==> src/rtl/dht_pkg.sv <==
// Shared types and constants for the DHT poll controller and its BCD converters.
package dht_pkg;

  typedef enum logic [2:0] {S_IDLE, S_START, S_WAIT, S_CONV, S_HOLD} state_t;

  localparam int         BCD_W     = 8;
  localparam logic [7:0] CLAMP_MAX = 8'd99;

  // Two BCD digits cannot represent more than 99.
  function automatic logic [7:0] clamp_bin(input logic [7:0] b);
    return (b > CLAMP_MAX) ? CLAMP_MAX : b;
  endfunction

endpackage

==> src/rtl/bin2bcd_seq.sv <==
// Sequential shift-add-3 binary to two-digit BCD, one step per cycle, 8 steps.
module bin2bcd_seq
  import dht_pkg::*;
(
  input  logic             gclk,
  input  logic             grst_n,
  input  logic             load,
  input  logic [7:0]       bin,
  output logic             busy,
  output logic             done,
  output logic [BCD_W-1:0] bcd
);

  logic [BCD_W+7:0] sh, sh_nxt;
  logic [3:0]       ones, tens;
  logic [2:0]       step;

  always_comb begin
    ones   = (sh[11:8]  >= 4'd5) ? sh[11:8]  + 4'd3 : sh[11:8];
    tens   = (sh[15:12] >= 4'd5) ? sh[15:12] + 4'd3 : sh[15:12];
    sh_nxt = {tens, ones, sh[7:0]} << 1;
  end

  // done flags the final step so the parent can register the result in the same edge.
  assign done = busy && (step == 3'd7);
  assign bcd  = sh_nxt[15:8];

  always_ff @(posedge gclk or negedge grst_n) begin
    if (!grst_n) begin
      sh   <= '0;
      step <= '0;
      busy <= 1'b0;
    end else if (load) begin
      sh   <= {8'h00, bin};
      step <= '0;
      busy <= 1'b1;
    end else if (busy) begin
      sh   <= sh_nxt;
      step <= step + 3'd1;
      if (step == 3'd7) busy <= 1'b0;
    end
  end

endmodule

==> src/rtl/dht_poll_ctrl.sv <==
// Periodic DHT sensor poller: issues start pulses, times out missing frames,
// and converts the humidity/temperature integer bytes to BCD.
module dht_poll_ctrl
  import dht_pkg::*;
#(
  parameter int CLK_FREQ   = 100_000_000,
  parameter int POLL_MS    = 2000,
  parameter int TIMEOUT_MS = 50
)(
  input  logic             iClk,
  input  logic             iRst,
  input  logic             iEnable,
  input  logic             iDone,
  input  logic [7:0]       iHumid_Int,
  input  logic [7:0]       iTemp_Int,
  output logic             oStart,
  output logic [BCD_W-1:0] oHumid_BCD,
  output logic [BCD_W-1:0] oTemp_BCD,
  output logic             oValid,
  output logic             oErr,
  output logic             oUpdate
);

  localparam int DIV    = (CLK_FREQ / 1000 > 1) ? CLK_FREQ / 1000 : 1;
  localparam int DW     = $clog2(DIV + 1);
  localparam int MS_MAX = (POLL_MS > TIMEOUT_MS) ? POLL_MS : TIMEOUT_MS;
  localparam int MW     = $clog2(MS_MAX + 1) + 1;

  state_t           state;
  logic             en_q;
  logic [DW-1:0]    div_cnt;
  logic [MW-1:0]    ms_cnt;
  logic             ms_tick, tmo_hit, poll_hit, go_start, load, conv_busy;
  logic             h_busy, t_busy, h_done, t_done;
  logic [BCD_W-1:0] h_bcd, t_bcd;

  // "Reaching" N ms is the tick that takes the counter from N-1 to N.
  assign ms_tick   = (div_cnt == DW'(DIV - 1));
  assign tmo_hit   = ms_tick && (ms_cnt == MW'(TIMEOUT_MS - 1));
  assign poll_hit  = ms_tick && (ms_cnt == MW'(POLL_MS - 1));
  assign go_start  = ((state == S_IDLE) && en_q) ||
                     ((state == S_HOLD) && poll_hit && iEnable);
  assign conv_busy = h_busy | t_busy;
  assign load      = (state == S_WAIT) && iDone && !conv_busy;

  always_ff @(posedge iClk or negedge iRst) begin
    if (!iRst)                   div_cnt <= '0;
    else if (go_start || ms_tick) div_cnt <= '0;
    else                         div_cnt <= div_cnt + 1'b1;
  end

  always_ff @(posedge iClk or negedge iRst) begin
    if (!iRst)                              ms_cnt <= '0;
    else if (state == S_START)              ms_cnt <= '0;
    else if (ms_tick && (ms_cnt != '1))     ms_cnt <= ms_cnt + 1'b1;
  end

  bin2bcd_seq u_humid (
    .gclk(iClk), .grst_n(iRst), .load(load), .bin(clamp_bin(iHumid_Int)),
    .busy(h_busy), .done(h_done), .bcd(h_bcd)
  );

  bin2bcd_seq u_temp (
    .gclk(iClk), .grst_n(iRst), .load(load), .bin(clamp_bin(iTemp_Int)),
    .busy(t_busy), .done(t_done), .bcd(t_bcd)
  );

  // en_q delays the first start after reset by one sampling edge.
  always_ff @(posedge iClk or negedge iRst) begin
    if (!iRst) begin
      state      <= S_IDLE;
      en_q       <= 1'b0;
      oStart     <= 1'b0;
      oUpdate    <= 1'b0;
      oValid     <= 1'b0;
      oErr       <= 1'b0;
      oHumid_BCD <= '0;
      oTemp_BCD  <= '0;
    end else begin
      en_q    <= iEnable;
      oStart  <= 1'b0;
      oUpdate <= 1'b0;
      case (state)
        S_IDLE: if (go_start) begin
          state  <= S_START;
          oStart <= 1'b1;
        end
        S_START: state <= S_WAIT;
        S_WAIT: begin
          if (load) state <= S_CONV;
          else if (tmo_hit) begin
            state <= S_HOLD;
            oErr  <= 1'b1;
          end
        end
        S_CONV: if (h_done && t_done) begin
          oHumid_BCD <= h_bcd;
          oTemp_BCD  <= t_bcd;
          oUpdate    <= 1'b1;
          oValid     <= 1'b1;
          oErr       <= 1'b0;
          state      <= S_HOLD;
        end
        S_HOLD: if (poll_hit) begin
          if (go_start) begin
            state  <= S_START;
            oStart <= 1'b1;
          end else begin
            state <= S_IDLE;
          end
        end
        default: state <= S_IDLE;
      endcase
    end
  end

endmodule

==> config.mk <==
export PLATFORM = sky130hd
export DESIGN_NAME = dht_poll_ctrl
export DESIGN_NICKNAME = d
export VERILOG_FILES = /design/src/rtl/dht_pkg.sv /design/src/rtl/bin2bcd_seq.sv /design/src/rtl/dht_poll_ctrl.sv
export SDC_FILE = /design/constraint.sdc
export NUM_CORES = 1
export LEC_CHECK = 0
export ABC_AREA = 1
export CORE_ASPECT_RATIO = 0.5
export CORE_UTILIZATION = 40
export DETAILED_ROUTE_END_ITERATION = 6
export MAX_ROUTING_LAYER = met4
export PLACE_DENSITY = 0.55
export SETUP_SLACK_MARGIN = 0.05
export SYNTH_ARGS = -nofsm -noshare
export SYNTH_HDL_FRONTEND = slang
export SYNTH_SLANG_ARGS = --single-unit
==> constraint.sdc <==
create_clock -name iClk -period 2 [get_ports iClk]
set_input_delay 0.2 -clock iClk [delete_from_list [all_inputs] [get_ports iClk]]
set_output_delay 0.2 -clock iClk [all_outputs]
set_load 0.05 [all_outputs]
# [After elaboration in Yosys (flattened, before gate mapping)]
# Index checks and enable logic that the tools add are counted.
[op_classes] addsub=8 n_mul=0 div=0 n_lt_le_gt_ge=6 eq_ne=16 shift=0 muxes=39 bitwise_logic=1 n_reduce_logical=22
[ops] cell="$mux W16" n=4
[ops] cell="$mux W3" n=11
[ops] cell="$mux W12" n=2
[ops] cell="$add A17 B1 Y17 const B" n=1
[ops] cell="$eq A17 B17 Y1 const B" n=1
[ops] cell="$mux W17" n=1
[ops] cell="$ge A4 B3 Y1 const B" n=4
[ops] cell="$gt A8 B7 Y1 const B" n=2
[ops] cell="$mux W8" n=2
[ops] cell="$pmux W3 S5" n=1
[ops] cell="$mux W1" n=14
[ops] cell="$add A12 B1 Y12 const B" n=1
[ops] cell="$eq A12 B11 Y1 const B" n=1
[ops] cell="$eq A12 B6 Y1 const B" n=1
[ops] cell="$ne A12 B12 Y1 const B" n=1
[ops] cell="$logic_and A1 B1 Y1" n=11
[ops] cell="$ne A2 B2 Y1 const B" n=5
[ops] cell="$eq A3 B3 Y1 const B" n=3
[ops] cell="$add A4 B2 Y4 const B" n=2
[ops] cell="$mux W4" n=2
[ops] cell="$reduce_and A4 Y1" n=2
[ops] cell="$reduce_bool A2 Y1" n=4
[ops] cell="$add A3 B1 Y3 const B" n=2
[ops] cell="$add A3 B2 Y3 const B" n=2
[ops] cell="9 further kinds" n=12
[word_totals] register_bits=93 latch_bits=0 ramBits=0 mem_bits_ro=0 output_inout_bits=20 word_cells=108 n_memories=0

# [Depth between registers and ports, before layout]
# Gate-level depths: netlist of run 1.
[logic_depth] word_depth=8 mapped_depth=10

# [Modules after synthesis]
# A second synthesis of run 1 with hierarchy kept.
[unflattened] cells_unflattened=646 hier_area_um2=5178.7
[modules_own_cells] module="dht_poll_ctrl" n_inst=1 cells_each=378 area_each_um2=2931.6
[modules_own_cells] module="bin2bcd_seq" n_inst=2 cells_each=134 area_each_um2=1123.6

# [Least setup slack after synthesis of run 1]
# Ideal clock, no wire load.
[synth_path] path_kind="register to register" from="reg ms_cnt[0]" to="reg ms_cnt[1]" arrival_ns=1.460 t_required_ns=1.919 setup_slack_ns=0.459 path_stages_with_launch=9 n_path_buf=1 synth_period_minus_slack_ns=1.541 path_cell_list="dfrtp_1 > ha_1 > nand3_2 > nor2_4 > nand4_2 > nand2_4 > nand2_4 > buf_8 > o22ai_4"
[synth_between] elab_chain_len=3
[synth_lines] item="from (decl)" line_no="dht_poll_ctrl.sv:32" source="logic [MW-1:0] ms_cnt;"
[synth_lines] item="from (signal assigned)" line_no="dht_poll_ctrl.sv:55" source="else if (ms_tick && (ms_cnt != '1)) ms_cnt <= ms_cnt + 1'b1;"
[synth_lines] item="$add A12 B1 Y12 or $ne A12 B12 Y1 (tied branches)" line_no="dht_poll_ctrl.sv:55"
[synth_lines] item="$mux W12 or $logic_and A1 B1 Y1 (tied branches)" line_no="dht_poll_ctrl.sv:55"
[synth_lines] item="$mux W12 or $reduce_bool A2 Y1 (tied branches)"
# Parallel ways exist; a longest one is shown, timed or not. The select of a mux whose other input is x is not followed.
# A chain may end at the register's enable or synchronous reset.

# [Worst setup path in the final report of run 1]
[layout_path] from="reg oErr" to="out oErr"
[layout_lines] item="from (decl)" line_no="dht_poll_ctrl.sv:20" source="output logic oErr,"
[layout_lines] item="from (signal assigned)" line_no="dht_poll_ctrl.sv:76" source="oErr <= 1'b0;"
[layout_lines] item="from (signal assigned)" line_no="dht_poll_ctrl.sv:93" source="oErr <= 1'b1;"
[layout_lines] item="from (signal assigned)" line_no="dht_poll_ctrl.sv:101" source="oErr <= 1'b0;"
# No word-level cell between the ends.

==> metrics.txt, run 1 <==
# TYPE chip_impl_metric gauge
chip_impl_info{name="outcome",value="complete, no violations"} 1
chip_impl_info{name="synth.area.top_cells",value="sky130_fd_sc_hd__dfrtp_1, sky130_fd_sc_hd__nand2_1, sky130_fd_sc_hd__inv_1"} 1
chip_impl_metric{name="globalRouteOverflowTotal",unit=""} 0
chip_impl_metric{name="total_placed_instance_area",unit="sq um"} 5420
chip_impl_info{name="critical_path.cell_chain",value="clkdlybuf4s50_1"} 1
chip_impl_metric{name="synth_instances",unit=""} 550
chip_impl_metric{name="final.setup.tns",unit="ns"} 0
chip_impl_metric{name="synth_top_area_share",unit="%"} 48.3
chip_impl_info{name="critPathLaunchType",value="register"} 1
chip_impl_metric{name="finalWorstPathRequiredPeriod",unit="ns"} 1.72
chip_impl_metric{name="worst_r2r_path_depth",unit=""} 9
chip_impl_metric{name="ir_drop",unit="mV"} 0.422
chip_impl_metric{name="critical_path.max_fanout",unit=""} 2
chip_impl_metric{name="cts_max_path_buffers",unit=""} 2
chip_impl_metric{name="critical_path.n_buffers_inverters",unit=""} 1
chip_impl_info{name="regToRegStartpoint",value="div_cnt[0]"} 1
chip_impl_metric{name="tightest_slew",unit="ns"} 0.509
chip_impl_metric{name="die_boundary_height",unit="um"} 79.6
chip_impl_metric{name="drtPass1Iterations",unit=""} 4
chip_impl_metric{name="final_antenna_net_count",unit=""} 0
chip_impl_info{name="worstSetupPathType",value="reg2out"} 1
chip_impl_metric{name="final.period_utilization",unit="%"} 86.1
chip_impl_metric{name="cp.depth",unit=""} 1
chip_impl_metric{name="cts.repair.resized",unit=""} 0
chip_impl_metric{name="core",unit="sq um"} 11400
chip_impl_metric{name="cts_made_buffers",unit=""} 9
chip_impl_info{name="hp-class",value="in2reg"} 1
chip_impl_metric{name="timing.fmax",unit="GHz"} 0.581
chip_impl_metric{name="areaGrowthSynthToFinish",unit="%"} 18.6
chip_impl_metric{name="timing.final.max_slew_violations",unit=""} 0
chip_impl_metric{name="yosysSeqAreaShare",unit="%"} 48.3
chip_impl_metric{name="clock_sinks",unit=""} 93
chip_impl_metric{name="routed_wire_length",unit="um"} 10000
chip_impl_metric{name="holdPathStages",unit=""} 1
chip_impl_metric{name="synth_seq_cells",unit=""} 93
chip_impl_metric{name="mappedNetlistNets",unit=""} 585
chip_impl_metric{name="power_density",unit="nW/um^2"} 1170
chip_impl_info{name="cp_top_family",value="buffers and inverters"} 1
chip_impl_info{name="yosysMostFrequentCell",value="sky130_fd_sc_hd__nand2_1"} 1
chip_impl_metric{name="critPathRequiredTime",unit="ns"} 1.80
chip_impl_metric{name="grt_max_degree",unit=""} 37
chip_impl_info{name="cpMaxStageDelayCell",value="sky130_fd_sc_hd__clkdlybuf4s50_1"} 1
chip_impl_metric{name="floorplan.initialDensity",unit="%"} 42.4
chip_impl_metric{name="postCtsSetupRepairBufs",unit=""} 0
chip_impl_metric{name="dieWidth",unit="um"} 157
chip_impl_metric{name="via_per_inst",unit=""} 4.90
chip_impl_metric{name="port_buffers",unit=""} 39
chip_impl_metric{name="routabilityCongestion",unit=""} 0.834
chip_impl_metric{name="max_cap_violation_count",unit=""} 0
chip_impl_metric{name="final_nets",unit=""} 631
chip_impl_metric{name="place_hpwl",unit="um"} 7290
chip_impl_metric{name="synth_edf_count",unit=""} 0
chip_impl_metric{name="share_of_post_route_cells_with_drive_strength_above_1",unit="%"} 13.3
chip_impl_metric{name="finClkSkew",unit="ns"} 0.0107
chip_impl_metric{name="cts_htree_levels",unit=""} 3
chip_impl_metric{name="die_area",unit="sq um"} 12500
chip_impl_info{name="cp_startpoint",value="oErr"} 1
chip_impl_info{name="unrepaired_setup_endpoints_after_global_routing",value="false"} 1
chip_impl_metric{name="setup-violations-final",unit=""} 0
chip_impl_metric{name="first_iter_violations",unit=""} 179
chip_impl_metric{name="fin_area",unit="sq um"} 5710
chip_impl_metric{name="remaining_drc_errors",unit=""} 0
chip_impl_metric{name="grt_first_pass_wirelength",unit="um"} 17400
chip_impl_info{name="tritoncts_clock_tree",value="built"} 1
chip_impl_metric{name="io_pins",unit=""} 40
chip_impl_metric{name="yosys_warnings",unit=""} 0
chip_impl_info{name="crit_path_end_kind",value="primary output"} 1
chip_impl_metric{name="post_dr_wirelength_cell",unit="um"} 13.2
chip_impl_metric{name="yosysUniqueCellTypes",unit=""} 44
chip_impl_metric{name="rows",unit=""} 27
chip_impl_metric{name="worst_ep_arrival_time",unit="ns"} 1.52
chip_impl_metric{name="synth_async_sr_flop_share",unit="%"} 100
chip_impl_metric{name="final_hold_fails",unit=""} 0
chip_impl_metric{name="globalRouteTotalUtil",unit="%"} 18.4
chip_impl_info{name="synth_largest_area_cell",value="sky130_fd_sc_hd__dfrtp_1"} 1
chip_impl_metric{name="insertedDiodeCount",unit=""} 0
chip_impl_info{name="cts.root.buffer_cell",value="sky130_fd_sc_hd__clkbuf_16"} 1
chip_impl_metric{name="clkLatencyLatePin",unit="ns"} 0.34
chip_impl_metric{name="cellLeakagePower",unit="nW"} 2.57
chip_impl_metric{name="antenna_found_initial",unit=""} 0
chip_impl_info{name="netlist_top_cells_count",value="sky130_fd_sc_hd__nand2_1, sky130_fd_sc_hd__dfrtp_1, sky130_fd_sc_hd__inv_1, sky130_fd_sc_hd__nor2_1, sky130_fd_sc_hd__nand3_1"} 1
chip_impl_metric{name="nFillCells",unit=""} 1118
chip_impl_metric{name="first_global_vias",unit=""} 3653
chip_impl_metric{name="post_synth_instance_area",unit="sq um"} 4820
chip_impl_metric{name="clk_pin_slew",unit="ns"} 0.06
chip_impl_metric{name="ctsHoldBuffers",unit=""} 1
chip_impl_info{name="hold_start",value="iEnable"} 1
chip_impl_info{name="synth-main-ff-cell",value="sky130_fd_sc_hd__dfrtp_1"} 1
chip_impl_metric{name="route.vias.total",unit=""} 3724
chip_impl_metric{name="synth_area_per_cell",unit="sq um"} 8.76
chip_impl_metric{name="slowest_cell_delay_on_critical_path",unit="ns"} 0.82
chip_impl_metric{name="slew_headroom",unit="%"} 66.0
[cells by family (layout without fill, tap and decap cells)]
kind of cell / after synthesis / in the layout / share of synthesized area [%]
buf+inv: 80 / 131 / 7.27
compound gates: 104 / 104 / 13.1
fa+ha+maj: 15 / 15 / 3.90
xor+xnor: 16 / 16 / 2.91
flops: 93 / 93 / 48.3
simple gates: 242 / 242 / 24.5
[registers in the layout, summed over array words and instances (netlist names)]
register,flops
oValid,1
u_humid.sh,16
oHumid_BCD,8
div_cnt,17
u_temp.step,3
oErr,1
ms_cnt,12
oTemp_BCD,8
state,3
u_humid.busy,1
oStart,1
u_temp.sh,16
oUpdate,1
en_q,1
u_temp.busy,1
u_humid.step,3
[placed cells by master, fill, tap and decap left out, types with 2 or more instances in the layout]
cell,Yosys,routed
sky130_fd_sc_hd__a21oi_1,23,23
sky130_fd_sc_hd__buf_12,0,3
sky130_fd_sc_hd__buf_4,2,9
sky130_fd_sc_hd__clkbuf_16,0,9
sky130_fd_sc_hd__clkdlybuf4s50_1,0,38
sky130_fd_sc_hd__clkinv_4,1,2
sky130_fd_sc_hd__dfrtp_1,93,93
sky130_fd_sc_hd__ha_1,15,15
sky130_fd_sc_hd__inv_1,55,55
sky130_fd_sc_hd__inv_2,7,7
sky130_fd_sc_hd__inv_6,0,4
sky130_fd_sc_hd__nand2_1,95,95
sky130_fd_sc_hd__nand2_2,9,9
sky130_fd_sc_hd__nand2_4,2,2
sky130_fd_sc_hd__nand3_1,32,32
sky130_fd_sc_hd__nand3_2,3,3
sky130_fd_sc_hd__nand3b_1,2,2
sky130_fd_sc_hd__nand4_1,13,13
sky130_fd_sc_hd__nor2_1,45,45
sky130_fd_sc_hd__nor2_2,6,6
sky130_fd_sc_hd__nor2_4,5,5
sky130_fd_sc_hd__nor3_1,17,17
sky130_fd_sc_hd__nor3_2,2,2
sky130_fd_sc_hd__nor3b_1,5,5
sky130_fd_sc_hd__o211ai_1,2,2
sky130_fd_sc_hd__o21ai_0,25,25
sky130_fd_sc_hd__o21ai_1,16,16
sky130_fd_sc_hd__o21ai_2,10,10
sky130_fd_sc_hd__o221ai_1,2,2
sky130_fd_sc_hd__o22ai_1,20,20
sky130_fd_sc_hd__or2_2,2,2
sky130_fd_sc_hd__xnor2_1,2,2
sky130_fd_sc_hd__xor2_1,14,14
[cell type report]
| cell class | count | area, sq um | share of cell area (%) |
|---|---|---|---|
| clock inverter | 7 | 56.3 | 0.986 |
| multi-input combinational | 377 | 2140 | 37.5 |
| tap | 159 | 199 | 3.48 |
| clock buffer | 9 | 225 | 3.94 |
| sequential | 93 | 2330 | 40.8 |
| inverter | 64 | 245 | 4.30 |
| timing repair buffer | 51 | 518 | 9.07 |
[through the flow]
stage	setup slack [ns]	hold WS (ns)	utilization, %	power (mW)	std cells
after floorplan	0.459	-0.0956	-	4.47	550
after global placement	0.370	0.194	47.7	5.08	743
after global routing	0.150	0.330	50.3	7.25	760
after CTS	0.249	0.321	50.3	6.78	760
after detailed placement	0.336	0.195	47.7	5.12	743
final	0.279	0.335	50.3	6.70	760
[layer usage]
layer	track usage (%)	wire [um]
met4	4.66	75
met2	28.1	4460
met1	24.4	5200
met5	-	0
met3	4.45	288
[worst paths after layout]
check	end	slack, ns
worst max-delay path	oErr	0.28
worst min register to register	oTemp_BCD[1]	0.48
worst max register to register	ms_cnt[10]	0.32
max in group asynchronous	u_temp.sh[3]	0.90
min in group asynchronous	ms_cnt[7]	0.35
worst min-delay path	en_q	0.34
[power by group]
| part | switching [mW] | internal, mW | total [mW] |
|---|---|---|---|
| combinational | 1.48 | 0.900 | 2.38 |
| clock | 0.772 | 0.861 | 1.63 |
| sequential | 0.317 | 2.37 | 2.68 |
| total | 2.57 | 4.13 | 6.70 |
Note: power is estimated with default switching activity, not from simulation.
==> inputs of run 2 (changes only) <==
--- a/config.mk
+++ b/config.mk
@@ -6,11 +6,13 @@
 export NUM_CORES = 1
 export LEC_CHECK = 0
 export ABC_AREA = 1
+export CAP_MARGIN = 20
 export CORE_ASPECT_RATIO = 0.5
 export CORE_UTILIZATION = 40
 export DETAILED_ROUTE_END_ITERATION = 6
 export MAX_ROUTING_LAYER = met4
 export PLACE_DENSITY = 0.55
+export RECOVER_POWER = 25
 export SETUP_SLACK_MARGIN = 0.05
 export SYNTH_ARGS = -nofsm -noshare
 export SYNTH_HDL_FRONTEND = slang
==> run 2 against run 1 <==
Effect of this change:
- setup slack better by 0.0030 ns
- power barely moved
- critical path depth stayed put
- first-iteration DRC count up 3.4%
- design area down 0.26%
- clock skew barely moved
- clock power is essentially flat
- critical path type unchanged
- critical endpoint unchanged
- largest cell class unchanged
==> metrics.txt, run 2 (synthesis results as in run 1) <==
# TYPE chip_impl_metric gauge
chip_impl_info{name="final_common_cell",value="sky130_fd_sc_hd__nand2_1"} 1
chip_impl_info{name="layout.cells.most_common_list",value="sky130_fd_sc_hd__nand2_1, sky130_fd_sc_hd__dfrtp_1, sky130_fd_sc_hd__inv_1"} 1
chip_impl_metric{name="switching_power",unit="mW"} 2.57
chip_impl_info{name="tritoncts_clock_tree",value="built"} 1
chip_impl_metric{name="tightest_slew",unit="ns"} 0.942
chip_impl_info{name="worstReg2RegEnd",value="ms_cnt[10]"} 1
chip_impl_metric{name="switching_share_of_power",unit="%"} 38.4
chip_impl_info{name="regToRegStartpoint",value="div_cnt[0]"} 1
chip_impl_info{name="critPathLaunchType",value="register"} 1
chip_impl_metric{name="seq_power_share",unit="%"} 40.1
chip_impl_metric{name="floorplan.initialDensity",unit="%"} 42.4
chip_impl_info{name="outcome",value="complete, no violations"} 1
chip_impl_metric{name="holdPathStages",unit=""} 3
chip_impl_metric{name="power_density",unit="nW/um^2"} 1180
chip_impl_metric{name="final_antenna_net_count",unit=""} 0
chip_impl_metric{name="finalHoldWorstSlack",unit="ns"} 0.439
chip_impl_metric{name="grt_first_pass_wirelength",unit="um"} 17400
chip_impl_metric{name="io_pins",unit=""} 40
chip_impl_metric{name="critical_path.max_fanout",unit=""} 2
chip_impl_info{name="hp-class",value="in2reg"} 1
chip_impl_metric{name="place_hpwl",unit="um"} 7290
chip_impl_metric{name="cts_made_buffers",unit=""} 9
chip_impl_info{name="cp_top_family",value="buffers and inverters"} 1
chip_impl_metric{name="post_dr_wirelength_cell",unit="um"} 13.2
chip_impl_info{name="min_to",value="u_humid.sh[4]"} 1
chip_impl_metric{name="die_area",unit="sq um"} 12500
chip_impl_metric{name="cellLeakagePower",unit="nW"} 2.56
chip_impl_metric{name="rows",unit=""} 27
chip_impl_metric{name="part_of_the_power_in_combinational_logic",unit="%"} 35.5
chip_impl_metric{name="final.setup.tns",unit="ns"} 0
chip_impl_info{name="top_register",value="div_cnt"} 1
chip_impl_metric{name="areaGrowthSynthToFinish",unit="%"} 18.2
chip_impl_info{name="unrepaired_setup_endpoints_after_global_routing",value="false"} 1
chip_impl_metric{name="worst_ep_arrival_time",unit="ns"} 1.52
chip_impl_metric{name="route.vias.total",unit=""} 3724
chip_impl_metric{name="power.share.clock",unit="%"} 24.4
chip_impl_metric{name="port_buffers",unit=""} 39
chip_impl_metric{name="routed_wire_length",unit="um"} 10000
chip_impl_metric{name="critical_path.n_buffers_inverters",unit=""} 1
chip_impl_metric{name="timing.final.max_slew_violations",unit=""} 0
chip_impl_info{name="cpMaxStageDelayCell",value="sky130_fd_sc_hd__clkdlybuf4s50_1"} 1
chip_impl_metric{name="drtPass1Iterations",unit=""} 4
chip_impl_metric{name="remaining_drc_errors",unit=""} 0
chip_impl_metric{name="first_iter_violations",unit=""} 185
chip_impl_metric{name="routabilityCongestion",unit=""} 0.834
chip_impl_metric{name="finalWorstPathRequiredPeriod",unit="ns"} 1.72
chip_impl_info{name="hold_start",value="iHumid_Int[4]"} 1
chip_impl_metric{name="globalRouteOverflowTotal",unit=""} 0
chip_impl_metric{name="preCtsSetupSlack",unit="ns"} 0.336
chip_impl_metric{name="seq_area",unit="sq um"} 2330
chip_impl_metric{name="final_hold_fails",unit=""} 0
chip_impl_metric{name="worst_r2r_path_depth",unit=""} 9
chip_impl_metric{name="die_boundary_height",unit="um"} 79.6
chip_impl_metric{name="grt_max_degree",unit=""} 37
chip_impl_metric{name="p_int",unit="mW"} 4.12
chip_impl_metric{name="postCtsSetupRepairBufs",unit=""} 0
chip_impl_metric{name="first_global_vias",unit=""} 3653
chip_impl_metric{name="timing.fmax",unit="GHz"} 0.582
chip_impl_metric{name="clkLatencyLatePin",unit="ns"} 0.34
chip_impl_metric{name="cts_htree_levels",unit=""} 3
chip_impl_metric{name="nFillCells",unit=""} 1121
chip_impl_metric{name="dieWidth",unit="um"} 157
chip_impl_metric{name="finClkSkew",unit="ns"} 0.0105
chip_impl_info{name="critical_path.cell_chain",value="clkdlybuf4s50_1"} 1
chip_impl_metric{name="regToRegSetupSlack",unit="ns"} 0.33
chip_impl_metric{name="clock_sinks",unit=""} 93
chip_impl_metric{name="multi_input_comb_area",unit="sq um"} 2140
chip_impl_metric{name="largest_reg_flops",unit=""} 17
chip_impl_metric{name="slowest_cell_delay_on_critical_path",unit="ns"} 0.81
chip_impl_metric{name="cts_max_path_buffers",unit=""} 2
chip_impl_info{name="cts.root.buffer_cell",value="sky130_fd_sc_hd__clkbuf_16"} 1
chip_impl_metric{name="slew_headroom",unit="%"} 37.2
chip_impl_info{name="crit_path_end_kind",value="primary output"} 1
chip_impl_metric{name="insertedDiodeCount",unit=""} 0
chip_impl_metric{name="globalRouteTotalUtil",unit="%"} 18.4
chip_impl_metric{name="clk_pin_slew",unit="ns"} 0.07
chip_impl_metric{name="ir_drop",unit="mV"} 0.422
chip_impl_metric{name="via_per_inst",unit=""} 4.90
chip_impl_metric{name="max_cap_violation_count",unit=""} 0
chip_impl_metric{name="core",unit="sq um"} 11400
chip_impl_metric{name="antenna_found_initial",unit=""} 0
chip_impl_info{name="largestRegisters",value="div_cnt x17, u_humid.sh x16, u_temp.sh x16"} 1
chip_impl_metric{name="share_of_post_route_cells_with_drive_strength_above_1",unit="%"} 13.3
chip_impl_info{name="worstSetupPathType",value="reg2out"} 1
chip_impl_metric{name="final_nets",unit=""} 631
chip_impl_metric{name="critPathRequiredTime",unit="ns"} 1.80
chip_impl_metric{name="final.period_utilization",unit="%"} 85.9
chip_impl_metric{name="setup_ws",unit="ns"} 0.282
chip_impl_metric{name="setup-violations-final",unit=""} 0
## run 2: changes by cell type in the layout (fill, tap and decap cells not counted)
cell / delta
sky130_fd_sc_hd__buf_12: -1
sky130_fd_sc_hd__buf_4: -1
sky130_fd_sc_hd__clkbuf_2: +1
sky130_fd_sc_hd__clkbuf_4: +1
sky130_fd_sc_hd__clkdlybuf4s50_1: -1
sky130_fd_sc_hd__dlygate4sd3_1: +1
## run 2: metrics by stage
step,util [%],instances,total power [mW],cell area [sq um]
finish,50.2,760,6.69,5690
detailed placement,47.7,743,5.12,5420
CTS,50.3,760,6.78,5710
floorplan,-,550,4.47,4820
global route,50.2,760,7.24,5690
global placement,47.7,743,5.08,5420
## run 2: what timing repair did
item                                   CTS  global route
endpoints found under the hold margin   34             0
hold buffers                             1             0
gates resized for setup                  0             0
## run 2: power groups by stage
| stage | Combinational [mW] | Clock [mW] | Sequential (mW) |
|---|---|---|---|
| 2_1_floorplan | 1.80 | 0 | 2.67 |
| 3_3_place_gp | 2.37 | 0 | 2.71 |
| 3_5_place_dp | 2.41 | 0 | 2.72 |
| 4_1_cts | 2.41 | 1.69 | 2.68 |
| 5_1_grt | 2.73 | 1.76 | 2.75 |
| 6_report | 2.38 | 1.63 | 2.68 |
## run 2: cell type report
class                           count  share of cell area [%]
Sequential cell                    93                    40.9
Clock buffer                        9                    3.96
Timing Repair Buffer               51                    8.83
Tap cell                          159                    3.49
Multi-Input combinational cell    377                    37.6
Inverter                           64                    4.31
Clock inverter                      7                   0.989
## run 2: metal layers
metal,GRT usage [%],up-vias,share of wire (%)
li1,-,1918,-
met1,24.4,1765,52
met2,28.1,34,45
met3,4.45,7,2.9
met4,4.66,0,0.75
met5,-,-,0
## run 2: worst max-delay path by stage
stage / start / end / slack, ns / cells after the start
after floorplan: ms_cnt[0] / ms_cnt[1] / 0.46 / 8
after global placement: state[2] / ms_cnt[11] / 0.37 / 5
after detailed placement: div_cnt[0] / ms_cnt[10] / 0.34 / 9
after CTS: oErr / oErr / 0.25 / 1
after global routing: iRst / u_humid.sh[3] / 0.09 / 3
final: oErr / oErr / 0.28 / 1
==> inputs of run 3 (changes only) <==
--- a/config.mk
+++ b/config.mk
@@ -6,7 +6,6 @@
 export NUM_CORES = 1
 export LEC_CHECK = 0
 export ABC_AREA = 1
-export CAP_MARGIN = 20
 export CORE_ASPECT_RATIO = 0.5
 export CORE_UTILIZATION = 40
 export DETAILED_ROUTE_END_ITERATION = 6
==> results of run 3 <==
Same layout as run 2: the final DEF is identical, and so are final timing and power.
